## src/rtl/poc_pkg.sv

```systemverilog
// rtl/poc_pkg.sv - shared codes and widths for the poc datapath
// Writeback destinations reuse the A-mux source-select encoding where they overlap.
package poc_pkg;

  localparam int POC_DATA_W = 18;
  localparam int POC_IDR_W  = 9;
  localparam int POC_DEST_W = 3;

  typedef enum logic [POC_DEST_W-1:0] {
    DEST_NONE    = 3'd0,
    DEST_IDR     = 3'd1,
    DEST_MDR     = 3'd2,
    DEST_RCOL    = 3'd3,
    DEST_RROW    = 3'd4,
    DEST_AC      = 3'd5,
    DEST_R1      = 3'd6,
    DEST_ILLEGAL = 3'd7
  } poc_dest_e;

  typedef enum logic [POC_DEST_W-1:0] {
    ASEL_IDR  = 3'd1,
    ASEL_MDR  = 3'd2,
    ASEL_RCOL = 3'd3,
    ASEL_RROW = 3'd4,
    ASEL_AC   = 3'd5,
    ASEL_R1   = 3'd6
  } poc_asel_e;

  function automatic logic dest_is_write(input poc_dest_e dest);
    return (dest != DEST_NONE) && (dest != DEST_ILLEGAL);
  endfunction

endpackage

```

## src/rtl/poc_wb_fifo.sv

```systemverilog
// rtl/poc_wb_fifo.sv - small synchronous in-order FIFO with occupancy count
// DEPTH must be a power of two so the pointers wrap naturally.
module poc_wb_fifo #(
  parameter int W     = 21,
  parameter int DEPTH = 2
) (
  input  logic                       clk,
  input  logic                       rst,
  input  logic                       push,
  input  logic [W-1:0]               push_data,
  input  logic                       pop,
  output logic [W-1:0]               pop_data,
  output logic                       full,
  output logic                       empty,
  output logic [$clog2(DEPTH):0]     count
);

  localparam int PTR_W = $clog2(DEPTH);
  localparam int CNT_W = PTR_W + 1;
  localparam logic [CNT_W-1:0] FULL_CNT = CNT_W'(DEPTH);

  logic [W-1:0]     mem [DEPTH];
  logic [PTR_W-1:0] wr_ptr;
  logic [PTR_W-1:0] rd_ptr;
  logic             push_ok;
  logic             pop_ok;

  assign full     = (count == FULL_CNT);
  assign empty    = (count == '0);
  assign push_ok  = push && !full;
  assign pop_ok   = pop && !empty;
  assign pop_data = mem[rd_ptr];

  always_ff @(posedge clk) begin
    if (push_ok) begin
      mem[wr_ptr] <= push_data;
    end
  end

  always_ff @(posedge clk) begin
    if (rst) begin
      wr_ptr <= '0;
      rd_ptr <= '0;
      count  <= '0;
    end else begin
      if (push_ok) begin
        wr_ptr <= wr_ptr + 1'b1;
      end
      if (pop_ok) begin
        rd_ptr <= rd_ptr + 1'b1;
      end
      case ({push_ok, pop_ok})
        2'b10:   count <= count + 1'b1;
        2'b01:   count <= count - 1'b1;
        default: count <= count;
      endcase
    end
  end

endmodule

```

## src/rtl/poc_wb_demux.sv

```systemverilog
// rtl/poc_wb_demux.sv - ALU result writeback demux with in-order buffer
// Optional POC_WB_STATS_EN adds saturating write/drop counters.
module poc_wb_demux
  import poc_pkg::*;
#(
  parameter int DATA_W = POC_DATA_W,
  parameter int IDR_W  = POC_IDR_W,
  parameter int DEPTH  = 2
) (
  input  logic              clk,
  input  logic              rst,
  input  logic              in_valid,
  output logic              in_ready,
  input  logic [2:0]        in_dest,
  input  logic [DATA_W-1:0] in_data,
  input  logic              mdr_busy,
  output logic [DATA_W-1:0] wb_data,
  output logic [IDR_W-1:0]  idr_din,
  output logic              we_idr,
  output logic              we_mdr,
  output logic              we_rcol,
  output logic              we_rrow,
  output logic              we_ac,
  output logic              we_r1,
`ifdef POC_WB_STATS_EN
  output logic [15:0]       stat_writes,
  output logic [15:0]       stat_drops,
`endif
  output logic              err_dest
);

  localparam int ENTRY_W = DATA_W + POC_DEST_W;
  localparam int CNT_W   = $clog2(DEPTH) + 1;
  localparam logic [CNT_W-1:0] FULL_CNT = CNT_W'(DEPTH);

  logic [ENTRY_W-1:0] head_word;
  logic [CNT_W-1:0]   fifo_count;
  logic               fifo_full;
  logic               fifo_empty;
  logic               push;
  logic               pop;
  logic               head_stall;
  poc_dest_e          head_dest;
  logic [DATA_W-1:0]  head_data;

  assign in_ready = (fifo_count != FULL_CNT);
  assign push     = in_valid && !fifo_full;

  poc_wb_fifo #(
    .W     (ENTRY_W),
    .DEPTH (DEPTH)
  ) u_fifo (
    .clk       (clk),
    .rst       (rst),
    .push      (push),
    .push_data ({in_dest, in_data}),
    .pop       (pop),
    .pop_data  (head_word),
    .full      (fifo_full),
    .empty     (fifo_empty),
    .count     (fifo_count)
  );

  assign head_dest = poc_dest_e'(head_word[DATA_W +: POC_DEST_W]);
  assign head_data = head_word[DATA_W-1:0];

  // Only an MDR head can wait; everything behind it waits too, keeping order.
  assign head_stall = (head_dest == DEST_MDR) && mdr_busy;
  assign pop        = !fifo_empty && !head_stall;

  assign idr_din = wb_data[IDR_W-1:0];

  always_ff @(posedge clk) begin
    if (rst) begin
      wb_data  <= '0;
      we_idr   <= 1'b0;
      we_mdr   <= 1'b0;
      we_rcol  <= 1'b0;
      we_rrow  <= 1'b0;
      we_ac    <= 1'b0;
      we_r1    <= 1'b0;
      err_dest <= 1'b0;
    end else begin
      we_idr   <= 1'b0;
      we_mdr   <= 1'b0;
      we_rcol  <= 1'b0;
      we_rrow  <= 1'b0;
      we_ac    <= 1'b0;
      we_r1    <= 1'b0;
      err_dest <= 1'b0;
      if (pop) begin
        case (head_dest)
          DEST_IDR:     we_idr   <= 1'b1;
          DEST_MDR:     we_mdr   <= 1'b1;
          DEST_RCOL:    we_rcol  <= 1'b1;
          DEST_RROW:    we_rrow  <= 1'b1;
          DEST_AC:      we_ac    <= 1'b1;
          DEST_R1:      we_r1    <= 1'b1;
          DEST_ILLEGAL: err_dest <= 1'b1;
          default:      ;
        endcase
        if (dest_is_write(head_dest)) begin
          wb_data <= head_data;
        end
      end
    end
  end

`ifdef POC_WB_STATS_EN
  always_ff @(posedge clk) begin
    if (rst) begin
      stat_writes <= '0;
      stat_drops  <= '0;
    end else if (pop) begin
      if (dest_is_write(head_dest)) begin
        if (stat_writes != 16'hFFFF) begin
          stat_writes <= stat_writes + 16'd1;
        end
      end else if (stat_drops != 16'hFFFF) begin
        stat_drops <= stat_drops + 16'd1;
      end
    end
  end
`endif

endmodule

```

## config.mk

```make
export PLATFORM = sky130hd
export DESIGN_NAME = poc_wb_demux
export DESIGN_NICKNAME = d
export VERILOG_FILES = /design/src/rtl/poc_pkg.sv /design/src/rtl/poc_wb_fifo.sv /design/src/rtl/poc_wb_demux.sv
export SDC_FILE = /design/constraint.sdc
export NUM_CORES = 1
export LEC_CHECK = 0
export ABC_AREA = 1
export CAP_MARGIN = 0
export CORE_ASPECT_RATIO = 1.4
export CORE_MARGIN = 4
export CORE_UTILIZATION = 50
export DETAILED_ROUTE_END_ITERATION = 10
export GPL_TIMING_DRIVEN = 0
export PLACE_DENSITY = 0.78
export SLEW_MARGIN = 40
export SYNTH_ARGS = -nofsm -noshare
export SYNTH_HDL_FRONTEND = slang
export SYNTH_SLANG_ARGS = --single-unit
export TNS_END_PERCENT = 100
```

## constraint.sdc

```tcl
create_clock -name clk -period 2.3 [get_ports clk]
set_clock_uncertainty 0.2 [all_clocks]
set_input_delay 0.46 -clock clk [delete_from_list [all_inputs] [get_ports clk]]
set_output_delay 0.46 -clock clk [all_outputs]
set_load 0.02 [all_outputs]
```

==> results of run 1 <==
[worst min-delay path: stages (launching register included)]
cell	delay, ns
dfxtp_1	0.33
nor2_1	0.05
nor2_1	0.08
[cells in the final DEF, fill, tap and decap left out, drive strengths merged, types with 2 or more instances in the layout]
cell | synthesis | routed
clkdlybuf4s50 | 0 | 58
nor2 | 51 | 51
edfxtp | 42 | 42
nand2 | 39 | 39
dfxtp | 30 | 30
nand3 | 23 | 23
buf | 18 | 20
mux2i | 18 | 18
inv | 12 | 12
clkbuf | 0 | 9
o21ai | 3 | 3
nor3 | 3 | 3
clkinvlp | 0 | 3
a21oi | 3 | 3
bufinv | 0 | 2
clkinv | 0 | 2
[layout make-up]
type | instances | area (µm²)
Sequential cell | 72 | 1860
Multi-Input combinational cell | 144 | 845
Timing Repair Buffer | 61 | 623
Clock buffer | 9 | 124
Buffer | 18 | 161
Clock inverter | 7 | 96.3
Inverter | 12 | 47.5
Tap cell | 68 | 85.1
Fill cell | 408 | 1720
[metal layers]
metal / part of all wire (%) / routed length [µm] / track usage [%] / up-vias
met3: 5.3 / 268 / 3.91 / 10
li1: - / - / - / 969
met2: 50 / 2530 / 24.8 / 53
met5: 0 / 0 / 0 / -
met1: 41 / 2070 / 17.4 / 831
met4: 3.0 / 152 / 11.3 / 0
[how the worst min path moves through the flow]
stage                       to  slack [ns]  cells after the start
4_1_cts            wb_data[16]        0.29                      2
2_1_floorplan  u_fifo.count[1]        0.24                      1
3_5_place_dp   u_fifo.count[1]        0.27                      1
5_1_grt            wb_data[17]        0.31                      2
3_3_place_gp   u_fifo.count[1]        0.26                      1
6_report           wb_data[16]        0.28                      2
[cell families after synthesis]
logic type	count (synthesis)
XOR/XNOR	1
multiplexers	18
buffers and inverters	30
adder cells (fa/ha/maj)	1
flip-flops	72
AND/OR/NAND/NOR	117
AO/OA/AOI/OAI	7
[synth_stat cells, drive strengths merged]
cell type	instances	area (µm²)
nor2	51	223
edfxtp	42	1260
nand2	39	181
dfxtp	30	601
nand3	23	133
buf	18	161
mux2i	18	180
inv	12	47.6
a21oi	3	15.0
nor3	3	15.0
o21ai	3	15.0
ha	1	12.5
nand4	1	6.26
o21bai	1	18.8
xor2	1	8.76
[through the flow]
| step | cells | hold slack [ns] |
|---|---|---|
| final | 391 | 0.283 |
| after global placement | 373 | 0.259 |
| after global routing | 391 | 0.309 |
| after CTS | 391 | 0.290 |
| after detailed placement | 375 | 0.270 |
| after floorplan | 246 | 0.243 |
[report_power, final]
group | leakage (nW) | switching (mW) | internal, mW | total, mW
Clock | 0.101 | 0.468 | 0.609 | 1.08
Sequential | 0.639 | 0.159 | 1.69 | 1.85
Combinational | 0.746 | 1.31 | 1.16 | 2.47
Total | 1.49 | 1.94 | 3.46 | 5.40
[registers in the layout (all words and copies together) (netlist names), named ones only]
signal and count:
we_mdr 1, err_dest 1, u_fifo.count 2, u_fifo.rd_ptr 1, we_rcol 1, we_r1 1
we_idr 1, we_ac 1, u_fifo.wr_ptr 1, wb_data 18, u_fifo.mem 42, we_rrow 1
==> flow_summary_export.csv, run 1 <==
group,metric,value,unit
yosys,synth_xor_xnor_area_share,0.304,%
timing,final_max_slew_viol_count,0,
hold_path,min_path_type,"reg2reg",
timing,grt_setup_unrepaired,"no",
critical_path,worstPathRequired,2.33,ns
critical_path,critPathTopFamily,"buffers and inverters",
yosys,synth_fp_nets,272,
yosys,synth_adder_area_share,0.435,%
critical_path,slowest_stage,"dfxtp_1",
pwr,power,5.40,mW
layout,n_antenna_cell,0,
hold_path,min_from,"wb_data[16]",
critical_path,crit_buf_inv,4,
cts,cts_setup_buffers,0,
layout,nNetsFinal,344,
critical_path,cp.depth,14,
layout,drive_gt1_share,17.6,%
floorplan,die_w,72.1,µm
critical_path,critical_path.max_stage_delay,0.33,ns
placement,portBuffers,59,
drt,drt_wl_total,5.03,mm
cts,path_clk_slew,0.07,ns
critical_path,worstSetupEndpoint,"u_fifo.count[1]",
yosys,yosys_warnings,0,
yosys,syn_area,2880,µm²
job,cap_violations,0,
grt,grt_antenna_before_repair,0,
timing,final_hold_viol_count,0,
critical_path,reg2reg_slack,0.17,ns
floorplan,initial_core_util,51.7,%
cts,cts_sinks,72,
pwr,leakage,1.49,nW
critical_path,arrival,2.17,ns
timing,period_needed,2.13,ns
yosys,ys_types,27,
yosys,synth_mux_area_share,6.26,%
status,status,"complete, no violations",
timing,setup-violations-final,0,
drt,routed_via_density,4.76,
cts,ctsHtreeMaxLevel,3,
floorplan,coreArea,5570,µm²
grt,track_usage,15.5,%
layout,area_growth,33.5,%
drt,wire_per_inst,12.9,µm
placement,hpwl,3.74,mm
timing,slew_headroom,79.3,%
pwr,power_per_cell_area,1400,nW/µm²
floorplan,num_rows,32,
critical_path,cp-start-kind,"flop",
cts,cts_buffers,9,
cts,cts_hold_buf,0,
drt,num_vias,1863,
timing,min_period_over_period,92.7,%
cts,cts-root-buf,"clkbuf_8",
timing,fmax,469,MHz
critical_path,reg2reg_to,"u_fifo.count[1]",
floorplan,boundaryPins,60,
yosys,synth-simple-area-share,19.4,%
timing,setup-tns-final,0,ns
cts,postCtsResizedCells,0,
critical_path,crit_chain,"buf_6 -> buf_12 -> nand2_4 -> nand2_4 -> nand2_4 -> nor2_4 -> nor2_4 -> buf_6 -> ha_4 -> a21oi_2 -> o21ai_0 -> inv_1 -> o21ai_0 -> a21oi_1",
critical_path,cp_max_fo,10,
critical_path,reg2regPathDepth,14,
placement,placed_cell_area,3600,µm²
timing,setup_ws,0.168,ns
layout,fin_area,3840,µm²
grt,grt_pass1_wl,8.06,mm
drt,drc,0,
timing,worst_slew_pin_slew,0.310,ns
drt,postRouteAntennaNets,0,
cts,cts_buffer_depth,2,
yosys,synth-seq-cells,72,
critical_path,crit_path_frequent_cell,"nand2_4",
cts,clk_latency,0.34,ns
drt,first_iter_violations,58,
grt,grt_max_degree,15,
critical_path,critPathKind,"reg2reg",
grt,gr-total-overflow,0,
yosys,synth_top_family_by_area,"simple AND/OR/NAND/NOR gates",
layout,final_core_util,69.1,%
critical_path,end_kind,"flop",
grt,grt_pass1_vias,1794,
yosys,synth_cells,246,
floorplan,dieArea,7050,µm²
drt,firstDrtPassIters,4,
yosys,syn_area_per_cell,11.7,µm²
placement,place_ws,-0.213,ns
cts,cts_tree,"built",
yosys,synth_compound_area_share,1.69,%
placement,gp_congestion,0.718,
floorplan,die_y,97.8,µm
pwr,peakVddDrop,0.751,mV
yosys,synth-seq-area-share,64.7,%
Power figures use the tool's default switching activity.
==> run 2, diff against run 1 <==
Settings changed: SETUP_SLACK_MARGIN set to 0.02.
==> results of run 2 <==
Same layout as run 1: the final DEF is identical, and so are final timing and power.
